===== src/rtl/conv_max_pool_2x2.sv =====
// conv_max_pool_2x2: 2x2 stride-2 signed max pooling over a raster stream of conv results.
// Ports:
//   clk, rst          clock, asynchronous active-high reset
//   enable            when low, input side and counters/FSM hold; output register still drains
//   in_valid/in_ready/in_data     conv result stream (raster order)
//   out_valid/out_ready/out_data  pooled result stream (raster order)
//   out_last          qualifies the final pooled result of a frame
//   frame_done        one-cycle pulse after the out_last handshake
module conv_max_pool_2x2 #(
    parameter int WIDTH      = 32,
    parameter int ARRAY_SIZE = 6,
    parameter int CNT_WIDTH  = 3
) (
    input  logic             clk,
    input  logic             rst,
    input  logic             enable,
    input  logic             in_valid,
    output logic             in_ready,
    input  logic [WIDTH-1:0] in_data,
    output logic             out_valid,
    input  logic             out_ready,
    output logic [WIDTH-1:0] out_data,
    output logic             out_last,
    output logic             frame_done
);
    localparam int HALF = ARRAY_SIZE / 2;
    localparam int LBW  = HALF > 1 ? $clog2(HALF) : 1;
    typedef enum logic {EVEN_ROW, ODD_ROW} state_t;
    state_t                  state, state_nx;
    logic [CNT_WIDTH-1:0]    col, row;
    logic signed [WIDTH-1:0] h_reg, hmax, vmax;
    logic signed [WIDTH-1:0] line_buf [0:(1<<LBW)-1];
    logic [LBW-1:0]          lb_idx;
    logic                    accept, col_last, row_last, emit;
    // Output register can be refilled in the same cycle it drains.
    assign in_ready = enable && (!out_valid || out_ready);
    assign accept   = in_valid && in_ready;
    assign col_last = col == CNT_WIDTH'(ARRAY_SIZE - 1);
    assign row_last = row == CNT_WIDTH'(ARRAY_SIZE - 1);
    assign lb_idx   = LBW'(col >> 1);
    assign hmax     = h_reg > $signed(in_data) ? h_reg : $signed(in_data);
    assign vmax     = line_buf[lb_idx] > hmax ? line_buf[lb_idx] : hmax;
    // Bottom-right pixel of a window completes a pooled result.
    assign emit     = accept && state == ODD_ROW && col[0];
    always_comb begin
        state_nx = (accept && col_last) ? (state == EVEN_ROW ? ODD_ROW : EVEN_ROW) : state;
    end
    always_ff @(posedge clk or posedge rst) begin
        if (rst) state <= EVEN_ROW;
        else     state <= state_nx;
    end
    always_ff @(posedge clk or posedge rst) begin
        if (rst) begin
            col        <= '0;
            row        <= '0;
            h_reg      <= '0;
            out_valid  <= 1'b0;
            out_data   <= '0;
            out_last   <= 1'b0;
            frame_done <= 1'b0;
        end else begin
            frame_done <= out_valid && out_ready && out_last;
            if (accept) begin
                col      <= col_last ? '0 : col + 1'b1;
                out_last <= row_last && col_last;
                if (col_last) row <= row_last ? '0 : row + 1'b1;
                if (!col[0]) h_reg <= in_data;
            end
            if (emit) begin
                out_data  <= vmax;
                out_valid <= 1'b1;
            end else if (out_ready) begin
                out_valid <= 1'b0;
            end
        end
    end
    // Horizontal maxima of the even row; contents need no reset.
    always_ff @(posedge clk) begin
        if (accept && state == EVEN_ROW && col[0]) line_buf[lb_idx] <= hmax;
    end
endmodule


===== config.mk =====
export PLATFORM = sky130hd
export DESIGN_NAME = conv_max_pool_2x2
export DESIGN_NICKNAME = d
export VERILOG_FILES = /design/src/rtl/conv_max_pool_2x2.sv
export SDC_FILE = /design/constraint.sdc
export NUM_CORES = 1
export LEC_CHECK = 0
export CORE_ASPECT_RATIO = 1.5
export CORE_UTILIZATION = 53
export DETAILED_ROUTE_END_ITERATION = 6
export MAX_ROUTING_LAYER = met4
export PLACE_DENSITY = 0.8
export SYNTH_ARGS = -nofsm -noshare
export SYNTH_HDL_FRONTEND = slang
export SYNTH_SLANG_ARGS = --single-unit

===== constraint.sdc =====
create_clock -name clk -period 5.05 [get_ports clk]
set_input_delay 1.515 -clock clk [delete_from_list [all_inputs] [get_ports clk]]
set_output_delay 1.515 -clock clk [all_outputs]
set_load 0.1 [all_outputs]

Yosys cells after proc, flatten, opt, wreduce, memory -nomap -nowiden. Memories as Yosys holds them, arrays and structs flattened. Cells that the tools add are included.

Register bits after elaboration: 74. RAM bits: 128. Bits of input ports: 37. Output and inout port bits: 36. Logic and storage cells: 41. Memories: 1.

Add/sub/neg operators: 2. Order comparisons: 2. Eq/ne operators: 2. Muxes and demuxes: 9. Bitwise operators: 2. Reduce and logical (&&, ||, !) cells: 15.

Memories: line_buf (depth 4, width 32, rd ports 1, clocked after memory_dff 0, write ports 1, line 32) `logic signed [WIDTH-1:0] line_buf [0:(1<<LBW)-1];`.

Operators by type and width (number): 32-bit > comparator (2); 32-bit 2-to-1 mux (2); 1-bit logical AND (10); 3-bit by 1-bit adder with 3-bit output, second input constant (2); 3-bit equality test, second input constant (2); 3-bit 2-to-1 mux (2); 1-bit 2-to-1 mux (5); 2-bit AND reduction (2); 1-bit NOT (2); 2-bit nonzero test (1); 1-bit zero test (1); 1-bit logical OR (1).

Depth between registers and ports, before layout.
Depth after elaboration: 8. Gate-level depth with buffers: 20. Gate-level depth less buffers: 18.

Worst setup path after synthesis. Ideal clock, no wire load.

Path kind: input -> register. From: in in_data[31]. To: reg out_data[1]. Setup time: 141 ps. Data arrival time: 5732 ps. Data required time: 4909 ps. Slack: -823 ps. Cell stages on the path: 19. Buffers on the path: 2. Cell sequence: inv_1 ha_1 nand4_1 nor4_2 nand4_1 nor3_1 nor4_2 a211oi_4 buf_6 mux2i_1 ha_1 nand4_1 or4_1 nor3_1 a211oi_1 a21oi_2 nand2b_1 clkbuf_1 o211ai_2.

Cells in the longest elaborated chain, start to end: 4.

RTL lines: start: declaration (line 19) `input logic [WIDTH-1:0] in_data,`; 32-bit > comparator (line 41) `assign hmax = h_reg > $signed(in_data) ? h_reg : $signed(in_data);`; 32-bit 2-to-1 mux (*) (line 41); 32-bit > comparator (line 42) `assign vmax = line_buf[lb_idx] > hmax ? line_buf[lb_idx] : hmax;`; 32-bit 2-to-1 mux (*) (line 42); end signal: assignment (line 70) `out_data <= vmax;`; end: declaration (line 22) `output logic [WIDTH-1:0] out_data,`.

Mark *: on every way between the ends. The rest lies on a longest branch, timed or not. A chain may end at the register's enable or synchronous reset.

Final worst setup path.
From: in in_data[1]. To: reg out_data[15].

The elaborated chain is that of the path after synthesis.

==> results_tabular.tex <==
\begin{tabular}{lr}
\hline
Metric & Value \\
\hline
\multicolumn{2}{l}{\textbf{Timing}} \\
Slack of the critical path & -0.738 ns \\
Worst-margin pin slew & 1.23 ns \\
Final critical path time including I/O delays and setup & 5.79 ns \\
Final number of hold-violating endpoints & 0 \\
Slew Limit Fails & 0 \\
Clock Skew & 0.0151 ns \\
Unrepaired setup endpoints after global routing & yes \\
Worst slew slack as a fraction of its limit & 17.9\% \\
Number of endpoints failing setup at the final stage & 32 \\
Hold\_ws & 0.487 ns \\
Achievable Freq & 0.173 GHz \\
Final worst path period share & 115\% \\
\multicolumn{2}{l}{\textbf{Floorplan}} \\
Total core area & 0.0179 sq mm \\
Die Ht & 168 microns \\
Starting density of the core & 54.0\% \\
Number of standard-cell rows in the floorplan & 60 \\
IO Pins & 73 \\
Chip width & 112 microns \\
Die area & 0.0188 sq mm \\
\multicolumn{2}{l}{\textbf{Detailed routing}} \\
Number of vias per cell after detailed routing & 6.58 \\
Routed WL per cell & 26.8 microns \\
Final antenna-violating net count & 0 \\
\# DRC & 0 \\
Overall via count from detail\_route & 7,682 \\
Drt first pass iters & 6 \\
Total wire length after detailed routing & 31,300 microns \\
Drt initial violations & 735 \\
\multicolumn{2}{l}{\textbf{Setup path}} \\
Count of buffering cells on the critical path with inverters included & 10 \\
Crit path capture type & register \\
Endpoint of the worst-slack reg-to-reg timing path & out\_data[15]\$\_DFFE\_PP0P\_ \\
Arrival time worst endpoint & 6.22 ns \\
Critical path required time & 5.48 ns \\
Worst Setup Start Kind & input pin \\
Slowest cell delay on critical path & 0.49 ns \\
Largest delay share family, worst path & compound AO/OA/AOI/OAI gates \\
Crit path capture & out\_data[15]\$\_DFFE\_PP0P\_ \\
CP Depth & 25 \\
Critical path's slowest cell & sky130\_fd\_sc\_hd\_\_a2111o\_1 \\
Maximum fanout encountered on the critical timing path & 8 \\
Critical path startpoint & in\_data[1] \\
Crit Path Class & in2reg \\
R2R Setup Slk & -0.11 ns \\
Cell mode on critical path & sky130\_fd\_sc\_hd\_\_buf\_4 \\
Reg2reg start & h\_reg[30]\$\_DFFE\_PP0P\_ \\
Depth of the worst register-to-register path & 23 \\
\multicolumn{2}{l}{\textbf{Logic synthesis}} \\
Number of distinct library cells after synthesis & 44 \\
Share of synthesized area occupied by flip-flops and latches & 58.8\% \\
Cell type contributing the most total cell area after synthesis & sky130\_fd\_sc\_hd\_\_edfxtp\_1 \\
Area contributors post-synth & sky130\_fd\_sc\_hd\_\_edfxtp\_1, sky130\_fd\_sc\_hd\_\_dfrtp\_1, sky130\_fd\_sc\_hd\_\_ha\_1 \\
List of most frequent post-synthesis cells & sky130\_fd\_sc\_hd\_\_edfxtp\_1, sky130\_fd\_sc\_hd\_\_nand2\_1, sky130\_fd\_sc\_hd\_\_dfrtp\_1 \\
Most used DFF post-synth & sky130\_fd\_sc\_hd\_\_edfxtp\_1 \\
Synthesized area per cell & 13.3 sq um \\
Yosys Warn Count & 0 \\
EDFF count, synth & 128 \\
Cells after synthesis & 728 \\
Mapped Area & 0.00969 sq mm \\
Post-synthesis sequential element count & 202 \\
Share of synthesized flip-flops with an asynchronous set or reset & 36.6\% \\
Number of nets in the synthesized netlist & 829 \\
Most instantiated library cell after synthesis & sky130\_fd\_sc\_hd\_\_edfxtp\_1 \\
Portion of synthesized cell area occupied by the leading cell type & 39.6\% \\
\multicolumn{2}{l}{\textbf{Global routing}} \\
Antenna violations before repair & 0 \\
Busiest grt layer & met2 \\
Met1 usage & 34.4\% \\
Global-route met2 utilization & 56.8\% \\
First-pass GRT wire length & 44,900 microns \\
Leftover overflow at the end of global routing & 0 \\
Tot GR Track Use & 33.2\% \\
Maximum number of pins on one net before global-route repair & 65 \\
Vias in the first global route & 8,087 \\
Met3 track demand over resource in global routing & 4.56\% \\
\multicolumn{2}{l}{\textbf{Placed design}} \\
Detailed placer's ending HPWL & 17,500 microns \\
Count of buffers from port buffering & 72 \\
Routability cong. & 0.928 \\
DP Worst Slack & -1.52 ns \\
Dpl cell area & 0.0117 sq mm \\
\multicolumn{2}{l}{\textbf{Hold path}} \\
Depth of the worst hold-timing path & 1 \\
Path type of the worst min-delay path & reg2reg \\
\multicolumn{2}{l}{\textbf{Power}} \\
Switching share of power & 43.9\% \\
Peak supply drop & 0.000451 V \\
Standby leakage power & 5.48 nW \\
Sequential fraction of design power & 26.0\% \\
Cell area power density & 757 mW/mm\^{}2 \\
Proportion of power drawn by combinational gates & 59.3\% \\
Internal power & 5.77 mW \\
Share of total power in the clock network & 14.7\% \\
Power spent charging and discharging nets & 4.51 mW \\
\multicolumn{2}{l}{\textbf{Final layout}} \\
Final Instance Area & 0.0136 sq mm \\
\# diodes & 0 \\
Total area of sequential cells & 0.00570 sq mm \\
Multi-input combinational cell area & 0.00465 sq mm \\
Count of fill cells added during filler insertion & 953 \\
Number of flip-flops in the largest register & 128 \\
Post-layout nets & 1,037 \\
Final core area utilization & 75.6\% \\
P\&R area growth vs syn & 40.0\% \\
Fraction of final layout cells with drive strength greater than 1 & 42.6\% \\
\multicolumn{2}{l}{\textbf{Clock network}} \\
Total clock sinks & 202 \\
Number of buffers created by CTS & 20 \\
Clock insertion delay at the later pin of the skew report & 0.52 ns \\
CTS H-tree lvls & 1 \\
TritonCTS clock tree & done \\
Root Buffer Master & sky130\_fd\_sc\_hd\_\_clkbuf\_16 \\
Clock slew at the register clock pins of the worst setup and hold paths & 0.06 ns \\
Maximum count of clock buffers along a single path & 3 \\
Hold-fix buffers at CTS & 0 \\
\multicolumn{2}{l}{\textbf{Run}} \\
Reported max-cap violation count & 0 \\
\multicolumn{2}{l}{\textbf{Run status}} \\
Failing checks & setup timing \\
Result of the run & finished, violations left \\
\hline
\end{tabular}
[how the worst min path moves through the flow]
stage | startpoint | endpoint
floorplan | row[0]$_DFFE_PP0P_ | row[0]$_DFFE_PP0P_
global placement | row[0]$_DFFE_PP0P_ | row[0]$_DFFE_PP0P_
detailed placement | row[0]$_DFFE_PP0P_ | row[0]$_DFFE_PP0P_
CTS | row[0]$_DFFE_PP0P_ | row[0]$_DFFE_PP0P_
global route | row[0]$_DFFE_PP0P_ | row[0]$_DFFE_PP0P_
finish | row[0]$_DFFE_PP0P_ | row[0]$_DFFE_PP0P_
[kinds of logic (layout without fill, tap and decap cells)]
family	after synthesis	count (layout)	synth area share, %
flops	202	202	58.8
simple gates	174	174	8.38
compound gates	118	118	9.19
buf+inv	102	324	4.22
mux	66	66	11.0
fa+ha+maj	64	64	8.26
xor+xnor	2	2	0.181
[power by group through the flow]
stage                     Sequential (mW)  Clock (mW)  Combinational [mW]
after floorplan                      3.25           0                2.21
after global placement               2.60           0                4.30
after detailed placement             2.62           0                4.47
after CTS                            2.64        1.49                5.50
after global routing                 2.70        1.57                6.36
final                                2.67        1.51                6.10
[cell type report]
type / count / area share [%]
flip-flops and latches: 202 / 42.0
multi-input cells: 424 / 34.3
repair buffers: 216 / 14.7
clock buffers: 27 / 3.96
inverters: 72 / 2.21
well taps: 217 / 2.00
clock inverters: 9 / 0.821
[placed cells by master (no fill, tap or decap), drive strengths merged, types with 15 or more instances in the layout]
master         Yosys  layout
buf               10     161
dfrtp             74      74
ha                64      64
nand4             15      15
clkdlybuf4s50      0      39
o211ai            31      31
a21oi             25      25
nand3             38      38
edfxtp           128     128
mux2i             31      31
nand2             86      86
o21ai             44      44
inv               72      72
mux4              32      32
clkbuf            20      28
[metrics by stage]
stage | std cells | setup TNS [ns] | total power [mW]
2_1_floorplan | 728 | -7.29 | 5.46
3_3_place_gp | 1091 | -44.06 | 6.90
3_5_place_dp | 1091 | -48.35 | 7.09
4_1_cts | 1156 | -8.49 | 9.63
5_1_grt | 1167 | -22.69 | 10.6
6_report | 1167 | -20.28 | 10.3
[worst reg2reg max path, stage by stage (launching register included)]
cell and delay [ns]:
sky130_fd_sc_hd__dfrtp_1 0.46, sky130_fd_sc_hd__ha_4 0.30, sky130_fd_sc_hd__nand4_1 0.20, sky130_fd_sc_hd__nor4_4 0.36
sky130_fd_sc_hd__nand4_1 0.22, sky130_fd_sc_hd__nor3_2 0.35, sky130_fd_sc_hd__nor4_4 0.10, sky130_fd_sc_hd__a211oi_4 0.27
sky130_fd_sc_hd__buf_6 0.16, sky130_fd_sc_hd__buf_12 0.17, sky130_fd_sc_hd__buf_8 0.16, sky130_fd_sc_hd__mux2i_4 0.28
sky130_fd_sc_hd__ha_4 0.17, sky130_fd_sc_hd__nand4_1 0.22, sky130_fd_sc_hd__buf_4 0.24, sky130_fd_sc_hd__buf_4 0.13
sky130_fd_sc_hd__o211ai_1 0.24, sky130_fd_sc_hd__a211oi_2 0.13, sky130_fd_sc_hd__a21oi_2 0.24, sky130_fd_sc_hd__buf_6 0.17
sky130_fd_sc_hd__buf_4 0.13, sky130_fd_sc_hd__buf_12 0.12, sky130_fd_sc_hd__nand3_1 0.12, sky130_fd_sc_hd__o211ai_2 0.16
[timing repair]
item / in CTS / in global routing
gates resized for setup: 193 / 71
setup buffers: 25 / 14
setup endpoints to repair: 32 / 32
pin swaps: 31 / 44
cloned: 5 / 0
[routing by layer]
layer  part of all wire [%]  wire (microns)  up-vias
met1                     32           10200     3750
met3                    6.7            2110      246
li1                       -               -     3121
met2                     51           16000      565
met5                      0               0        -
met4                    9.8            3080        0
No activity file was read; power rests on OpenSTA's default activity.
